==> config.mk <==
export PLATFORM = sky130hd
export DESIGN_NAME = cmd_mem_loader
export DESIGN_NICKNAME = d
export VERILOG_FILES = /design/src/rtl/dpr_loader_pkg.sv /design/src/rtl/cmd_mem_loader_word_packer.sv /design/src/rtl/cmd_mem_loader.sv
export SDC_FILE = /design/constraint.sdc
export NUM_CORES = 1
export LEC_CHECK = 0
export CORE_MARGIN = 3
export CORE_UTILIZATION = 30
export CTS_CLUSTER_DIAMETER = 150
export DETAILED_ROUTE_END_ITERATION = 10
export SYNTH_ARGS = -nofsm -noshare
export SYNTH_HDL_FRONTEND = slang
export SYNTH_HIERARCHICAL = 1
export SYNTH_SLANG_ARGS = --single-unit
==> constraint.sdc <==
create_clock -name clk_i -period 5.8 [get_ports clk_i]
set_input_delay 1.16 -clock clk_i [delete_from_list [all_inputs] [get_ports clk_i]]
set_output_delay 1.16 -clock clk_i [all_outputs]
set_load 0.01 [all_outputs]
==> src/rtl/dpr_loader_pkg.sv <==
// Shared definitions for the command-memory loader: words per command,
// loader state encoding and the start-range check.
package dpr_loader_pkg;

  localparam int MEM_TO_CMD = 4;

  typedef enum logic [1:0] {
    ST_IDLE  = 2'd0,
    ST_LOAD  = 2'd1,
    ST_FLUSH = 2'd2
  } loader_state_e;

  // True when the requested load would run past the top of the address space.
  // Evaluated wide so a large n_cmds cannot wrap the sum back into range.
  function automatic logic range_err(input logic [31:0] addr,
                                     input logic [31:0] n,
                                     input int unsigned aw);
    logic [33:0] sum;
    logic [33:0] lim;
    sum = {2'b00, addr} + {2'b00, n};
    lim = 34'd1 << aw;
    return (sum > lim);
  endfunction

endpackage

==> src/rtl/cmd_mem_loader_word_packer.sv <==
// Assembles MEM_TO_CMD host words into one command, first word least significant.
// full_o pulses combinationally with the push that completes a command.
module word_packer
  import dpr_loader_pkg::*;
#(
  parameter int WORD_WIDTH = 32,
  parameter int CMD_WIDTH  = MEM_TO_CMD * WORD_WIDTH
) (
  input  logic                  clk_i,
  input  logic                  rst_i,
  input  logic                  clear_i,
  input  logic                  push_i,
  input  logic [WORD_WIDTH-1:0] word_i,
  output logic [CMD_WIDTH-1:0]  cmd_o,
  output logic                  full_o
);

  localparam int               IDX_W    = (MEM_TO_CMD > 1) ? $clog2(MEM_TO_CMD) : 1;
  localparam logic [IDX_W-1:0] LAST_IDX = IDX_W'(MEM_TO_CMD - 1);
  localparam int               SH_W     = CMD_WIDTH - WORD_WIDTH;

  logic [SH_W-1:0]  shift_q, shift_d;
  logic [IDX_W-1:0] idx_q, idx_d;

  // Words enter at the top and slide down, so word 0 ends up in the LSBs.
  assign cmd_o  = {word_i, shift_q};
  assign full_o = push_i && (idx_q == LAST_IDX);

  // Next-state for the shift register and word index.
  always_comb begin
    shift_d = shift_q;
    idx_d   = idx_q;
    if (clear_i) begin
      shift_d = '0;
      idx_d   = '0;
    end else if (push_i) begin
      shift_d = cmd_o[CMD_WIDTH-1:WORD_WIDTH];
      if (idx_q == LAST_IDX) begin
        idx_d = '0;
      end else begin
        idx_d = idx_q + IDX_W'(1);
      end
    end else begin
      shift_d = shift_q;
      idx_d   = idx_q;
    end
  end

  // Packer state registers.
  always_ff @(posedge clk_i or posedge rst_i) begin
    if (rst_i) begin
      shift_q <= '0;
      idx_q   <= '0;
    end else begin
      shift_q <= shift_d;
      idx_q   <= idx_d;
    end
  end

endmodule

==> src/rtl/cmd_mem_loader.sv <==
// Host-side loader: packs host words into commands, writes them to consecutive
// command-memory addresses and holds the processor in reset while loading.
module cmd_mem_loader
  import dpr_loader_pkg::*;
#(
  parameter int WORD_WIDTH     = 32,
  parameter int CMD_WIDTH      = MEM_TO_CMD * WORD_WIDTH,
  parameter int CMD_ADDR_WIDTH = 8
) (
  input  logic                      clk_i,
  input  logic                      rst_i,
  input  logic                      start_i,
  input  logic [CMD_ADDR_WIDTH-1:0] start_addr_i,
  input  logic [CMD_ADDR_WIDTH:0]   n_cmds_i,
  input  logic                      abort_i,
  input  logic [WORD_WIDTH-1:0]     word_i,
  input  logic                      word_valid_i,
  output logic                      word_ready_o,
  output logic [CMD_ADDR_WIDTH-1:0] cmd_write_addr_o,
  output logic [CMD_WIDTH-1:0]      cmd_write_o,
  output logic                      cmd_write_enable_o,
  output logic                      proc_reset_o,
  output logic                      busy_o,
  output logic                      done_o,
  output logic                      addr_err_o
);

  localparam int CNT_W = CMD_ADDR_WIDTH + 1;

  loader_state_e             state_q, state_d;
  logic [CMD_ADDR_WIDTH-1:0] addr_q, addr_d;
  logic [CNT_W-1:0]          cnt_q, cnt_d;
  logic [CMD_ADDR_WIDTH-1:0] wr_addr_q, wr_addr_d;
  logic [CMD_WIDTH-1:0]      wr_data_q, wr_data_d;
  logic                      we_q, we_d;
  logic                      ready_q, ready_d;
  logic                      busy_q, busy_d;
  logic                      done_q, done_d;
  logic                      err_q, err_d;
  logic                      proc_rst_q, proc_rst_d;

  logic                      push_s;
  logic                      pk_clear_s;
  logic                      full_s;
  logic [CMD_WIDTH-1:0]      packed_s;

  // An abort in the same cycle as a word throws that word away with the rest.
  assign push_s     = (state_q == ST_LOAD) && ready_q && word_valid_i && !abort_i;
  assign pk_clear_s = (state_q != ST_LOAD) || abort_i;

  word_packer #(
    .WORD_WIDTH (WORD_WIDTH),
    .CMD_WIDTH  (CMD_WIDTH)
  ) u_packer (
    .clk_i   (clk_i),
    .rst_i   (rst_i),
    .clear_i (pk_clear_s),
    .push_i  (push_s),
    .word_i  (word_i),
    .cmd_o   (packed_s),
    .full_o  (full_s)
  );

  // Loader FSM next-state and registered-output logic.
  always_comb begin
    state_d    = state_q;
    addr_d     = addr_q;
    cnt_d      = cnt_q;
    wr_addr_d  = wr_addr_q;
    wr_data_d  = wr_data_q;
    we_d       = 1'b0;
    done_d     = 1'b0;
    err_d      = err_q;
    proc_rst_d = proc_rst_q;
    case (state_q)
      ST_IDLE: begin
        if (start_i) begin
          if (n_cmds_i == '0) begin
            done_d     = 1'b1;
            proc_rst_d = 1'b0;
          end else if (range_err(32'(start_addr_i), 32'(n_cmds_i), CMD_ADDR_WIDTH)) begin
            err_d = 1'b1;
          end else begin
            state_d    = ST_LOAD;
            addr_d     = start_addr_i;
            cnt_d      = n_cmds_i;
            err_d      = 1'b0;
            proc_rst_d = 1'b1;
          end
        end else begin
          state_d = ST_IDLE;
        end
      end
      ST_LOAD: begin
        if (abort_i) begin
          state_d = ST_IDLE;
        end else if (full_s) begin
          wr_addr_d = addr_q;
          wr_data_d = packed_s;
          we_d      = 1'b1;
          addr_d    = addr_q + CMD_ADDR_WIDTH'(1);
          cnt_d     = cnt_q - CNT_W'(1);
          if (cnt_q == CNT_W'(1)) begin
            state_d = ST_FLUSH;
          end else begin
            state_d = ST_LOAD;
          end
        end else begin
          state_d = ST_LOAD;
        end
      end
      ST_FLUSH: begin
        state_d = ST_IDLE;
        if (abort_i) begin
          done_d = 1'b0;
        end else begin
          done_d     = 1'b1;
          proc_rst_d = 1'b0;
        end
      end
      default: begin
        state_d = ST_IDLE;
      end
    endcase
    ready_d = (state_d == ST_LOAD);
    busy_d  = (state_d != ST_IDLE);
  end

  // Loader state and output registers.
  always_ff @(posedge clk_i or posedge rst_i) begin
    if (rst_i) begin
      state_q    <= ST_IDLE;
      addr_q     <= '0;
      cnt_q      <= '0;
      wr_addr_q  <= '0;
      wr_data_q  <= '0;
      we_q       <= 1'b0;
      ready_q    <= 1'b0;
      busy_q     <= 1'b0;
      done_q     <= 1'b0;
      err_q      <= 1'b0;
      proc_rst_q <= 1'b1;
    end else begin
      state_q    <= state_d;
      addr_q     <= addr_d;
      cnt_q      <= cnt_d;
      wr_addr_q  <= wr_addr_d;
      wr_data_q  <= wr_data_d;
      we_q       <= we_d;
      ready_q    <= ready_d;
      busy_q     <= busy_d;
      done_q     <= done_d;
      err_q      <= err_d;
      proc_rst_q <= proc_rst_d;
    end
  end

  assign word_ready_o       = ready_q;
  assign cmd_write_addr_o   = wr_addr_q;
  assign cmd_write_o        = wr_data_q;
  assign cmd_write_enable_o = we_q;
  assign proc_reset_o       = proc_rst_q;
  assign busy_o             = busy_q;
  assign done_o             = done_q;
  assign addr_err_o         = err_q;

endmodule

==> results.json <==
{
  "synth_ff_type": "dfrtp_1",
  "die_height_um": 199,
  "min_period_ns": 4.23,
  "yosysTopAreaCell": "dfrtp_1",
  "clock_latency_ns": 0.55,
  "io_pins": 196,
  "total_power_w": 0.00408,
  "clock-sinks": 259,
  "ys_seq_area_share_pct": 57.7,
  "power.density_nw_per_um2": 286,
  "drt-pass1-iter-count": 5,
  "ys_warn_count": 6,
  "worst_pin_slew_ns": 1.09,
  "yosys.cell_count.top_type": "nand2_1",
  "ys_top_cells_by_area": "dfrtp_1 (57%), nand2_1 (14%), mux2i_1 (8.7%)",
  "io_buffers": 195,
  "syn_to_final_growth_pct": 26.8,
  "regToRegSetupSlack_ns": 2.16,
  "cts_resized": 0,
  "routed_wl_um": 29200,
  "vdd_drop_max_mv": 0.218,
  "fillers": 3699,
  "htree_levels": 1,
  "critPathLaunchType": "primary input",
  "cts_tree": "built",
  "fin_crit_sh_pct": 72.9,
  "rsz0062_at_grt": "no",
  "synthAdderAreaFrac_pct": 1.52,
  "cap_violations": 0,
  "finalClockSkew_ns": 0.0256,
  "synth_edf_count": 0,
  "cts_buffer_depth": 3,
  "status": "finished, final reports clean",
  "yosys.area_share.simple_pct": 21.2,
  "drc": 0,
  "die_w_um": 199,
  "dr.first_iter.drc_count": 415,
  "yosysTopAreaCellShare_pct": 57.5,
  "power.leakage_nw": 6.62,
  "critPathCaptureType": "register",
  "groute.usage.overall_pct": 14.6,
  "finalSetupViolations": 0,
  "fmax_mhz": 237,
  "synth_cells": 1157,
  "synth_area_um2": 11200,
  "yosys-top-cells-count": "nand2_1 (427), dfrtp_1 (258), nor2_1 (123)",
  "start_util_pct": 30.5,
  "ctsHoldBuffers": 0,
  "final_nets": 1368,
  "hold_violations": 0,
  "grt.overflow.total": 0,
  "grt_first_pass_wirelength_um": 47100,
  "worstSetupPathType": "in -> reg",
  "synth_top_family_by_area": "simple AND/OR/NAND/NOR gates",
  "synth_compound_area_share_pct": 5.26,
  "wl_met2_um": 13000,
  "rows": 70,
  "ant_nets": 0,
  "antenna_found_initial": 0,
  "gp_congestion": 0.848,
  "max_slew_margin_pct": 27.3,
  "cts_inserted_buffers": 28,
  "hp-class": "reg -> reg",
  "drive_above_1_share_pct": 5.31,
  "vias": 8296,
  "first_global_vias": 8473,
  "postLayoutSetupSlackWorst_ns": 1.57,
  "dpl_worst_slack_ns": 1.02,
  "drt-met1-wl_um": 13700,
  "cp.arrival_ns": 4.60,
  "dr.max_layer_used": "met4",
  "placeableCoreArea_um2": 36800,
  "synthMuxAreaShare_pct": 8.83,
  "synthArstFlopShare_pct": 100,
  "synth-xor-area-share_pct": 0.234,
  "crit_required_ns": 6.17,
  "drt-wirelength-per-cell_um": 16.3,
  "cts.reportedPaths.clkPinSlew_ns": 0.06,
  "post_cts_buffers": 0,
  "grt_max_degree": 139,
  "clockRootBuffer": "clkbuf_16",
  "die_area_um2": 39800,
  "avgSynthCellArea_um2": 9.71,
  "setup_tns_ns": 0,
  "wl_met3_um": 1820,
  "syn_nets": 1224,
  "synth-seq-cells": 259,
  "critPathMaxFanout": 9,
  "drv_slew": 0,
  "synth_cell_type_count": 57,
  "vias_per_cell": 4.65,
  "hpwl_um": 18300,
  "num_antenna_cells": 0
}
==> layer usage <==
metal | GRT usage [%] | up-vias
met3 | 3.79 | 40
met4 | 3.26 | 0
li1 | - | 3999
met5 | 0 | -
met1 | 20.2 | 4075
met2 | 23.0 | 182
==> state kept, by name, summed over array words and instances (netlist names) <==
register            cells
cmd_write_addr_o        8
busy_o                  1
state_q                 2
word_ready_o            1
proc_reset_o            1
addr_q                  8
cmd_write_o           128
cnt_q                   9
done_o                  1
addr_err_o              1
u_packer/shift_q       96
u_packer/idx_q          2
cmd_write_enable_o      1
==> report_power, final <==
group,total [W],internal (W),switching [W]
clock network,0.00171,0.000987,0.000724
logic,0.000419,0.000179,0.000240
registers,0.00195,0.00187,0.0000777
==> area by class of cell <==
| class | instances | area (um2) | area share, % |
|---|---|---|---|
| sequential | 259 | 6480 | 45.5 |
| multi-input combinational | 792 | 4170 | 29.3 |
| timing repair buffer | 208 | 2070 | 14.6 |
| clock buffer | 37 | 785 | 5.51 |
| tap | 468 | 586 | 4.11 |
| clock inverter | 10 | 88.8 | 0.624 |
| inverter | 12 | 56.3 | 0.395 |
==> per-stage QoR <==
step | instance area, um2 | instances | hold slack, ns | utilization (%)
global route | 14200 | 1786 | 0.492 | 38.7
finish | 14200 | 1786 | 0.461 | 38.7
floorplan | 11200 | 1157 | 0.438 | -
global placement | 13400 | 1739 | 0.445 | 36.3
detailed placement | 13400 | 1739 | 0.454 | 36.3
CTS | 14200 | 1786 | 0.457 | 38.7
==> worst paths after layout <==
path / depth (start not counted) / end / startpoint
setup / recovery: 10 / addr_q[7] / n_cmds_i[4]
hold / removal: 2 / cmd_write_o[31] / u_packer/shift_q[31]
setup reg to reg: 8 / u_packer/shift_q[56] / state_q[1]
hold reg to reg: 2 / cmd_write_o[31] / u_packer/shift_q[31]
max in group asynchronous: 3 / cnt_q[8] / rst_i
min in group asynchronous: 2 / cmd_write_o[48] / rst_i
==> cells in the final DEF (no fill, tap or decap), types with 2 or more instances in the layout <==
cell             synthesis  final
clkbuf_8                 0      5
a221o_1                  6      6
a31oi_1                  6      6
o21a_1                   2      2
buf_12                   0      2
nor4b_1                  2      2
ha_1                    12     12
buf_4                   42     11
inv_1                   12      8
clkdlybuf4s50_1          0    195
mux2i_1                 98     98
a21oi_1                 14     14
and2_1                   2      2
nand3_1                  5      5
dfrtp_1                258    258
nor2_1                 123    123
o22a_1                   7      7
and3_1                   5      4
nand2_1                427    426
nor4_1                   3      3
o31ai_1                  5      5
o32a_1                   5      5
clkbuf_16                0     28
clkinv_2                 0      8
a21o_1                   5      5
nor2b_1                  3      3
xnor2_1                  2      2
o31a_1                   2      2
a211oi_1                 3      3
clkbuf_1                41      4
nor3_1                   8      8
o21ai_0                  9      9
nand2b_1                11     11
o211a_1                  3      3
inv_4                    0      2
==> kinds of logic after synthesis <==
| family | Yosys count |
|---|---|
| AOI/OAI and AO/OA | 79 |
| xor gates and xnor gates | 3 |
| adders and majority gates | 13 |
| buffers and inverters | 106 |
| DFF | 259 |
| muxes | 99 |
| and+or+nand+nor | 598 |
==> critical path: stages <==
cell	delay, ns
clkdlybuf4s50_1	0.46
ha_1	0.37
and2_4	0.18
a221o_1	0.36
or4_4	0.53
o211a_1	0.14
or3_4	0.33
a211oi_2	0.46
or2_1	0.41
o221ai_1	0.18
No activity file was read; power rests on OpenSTA's default activity.
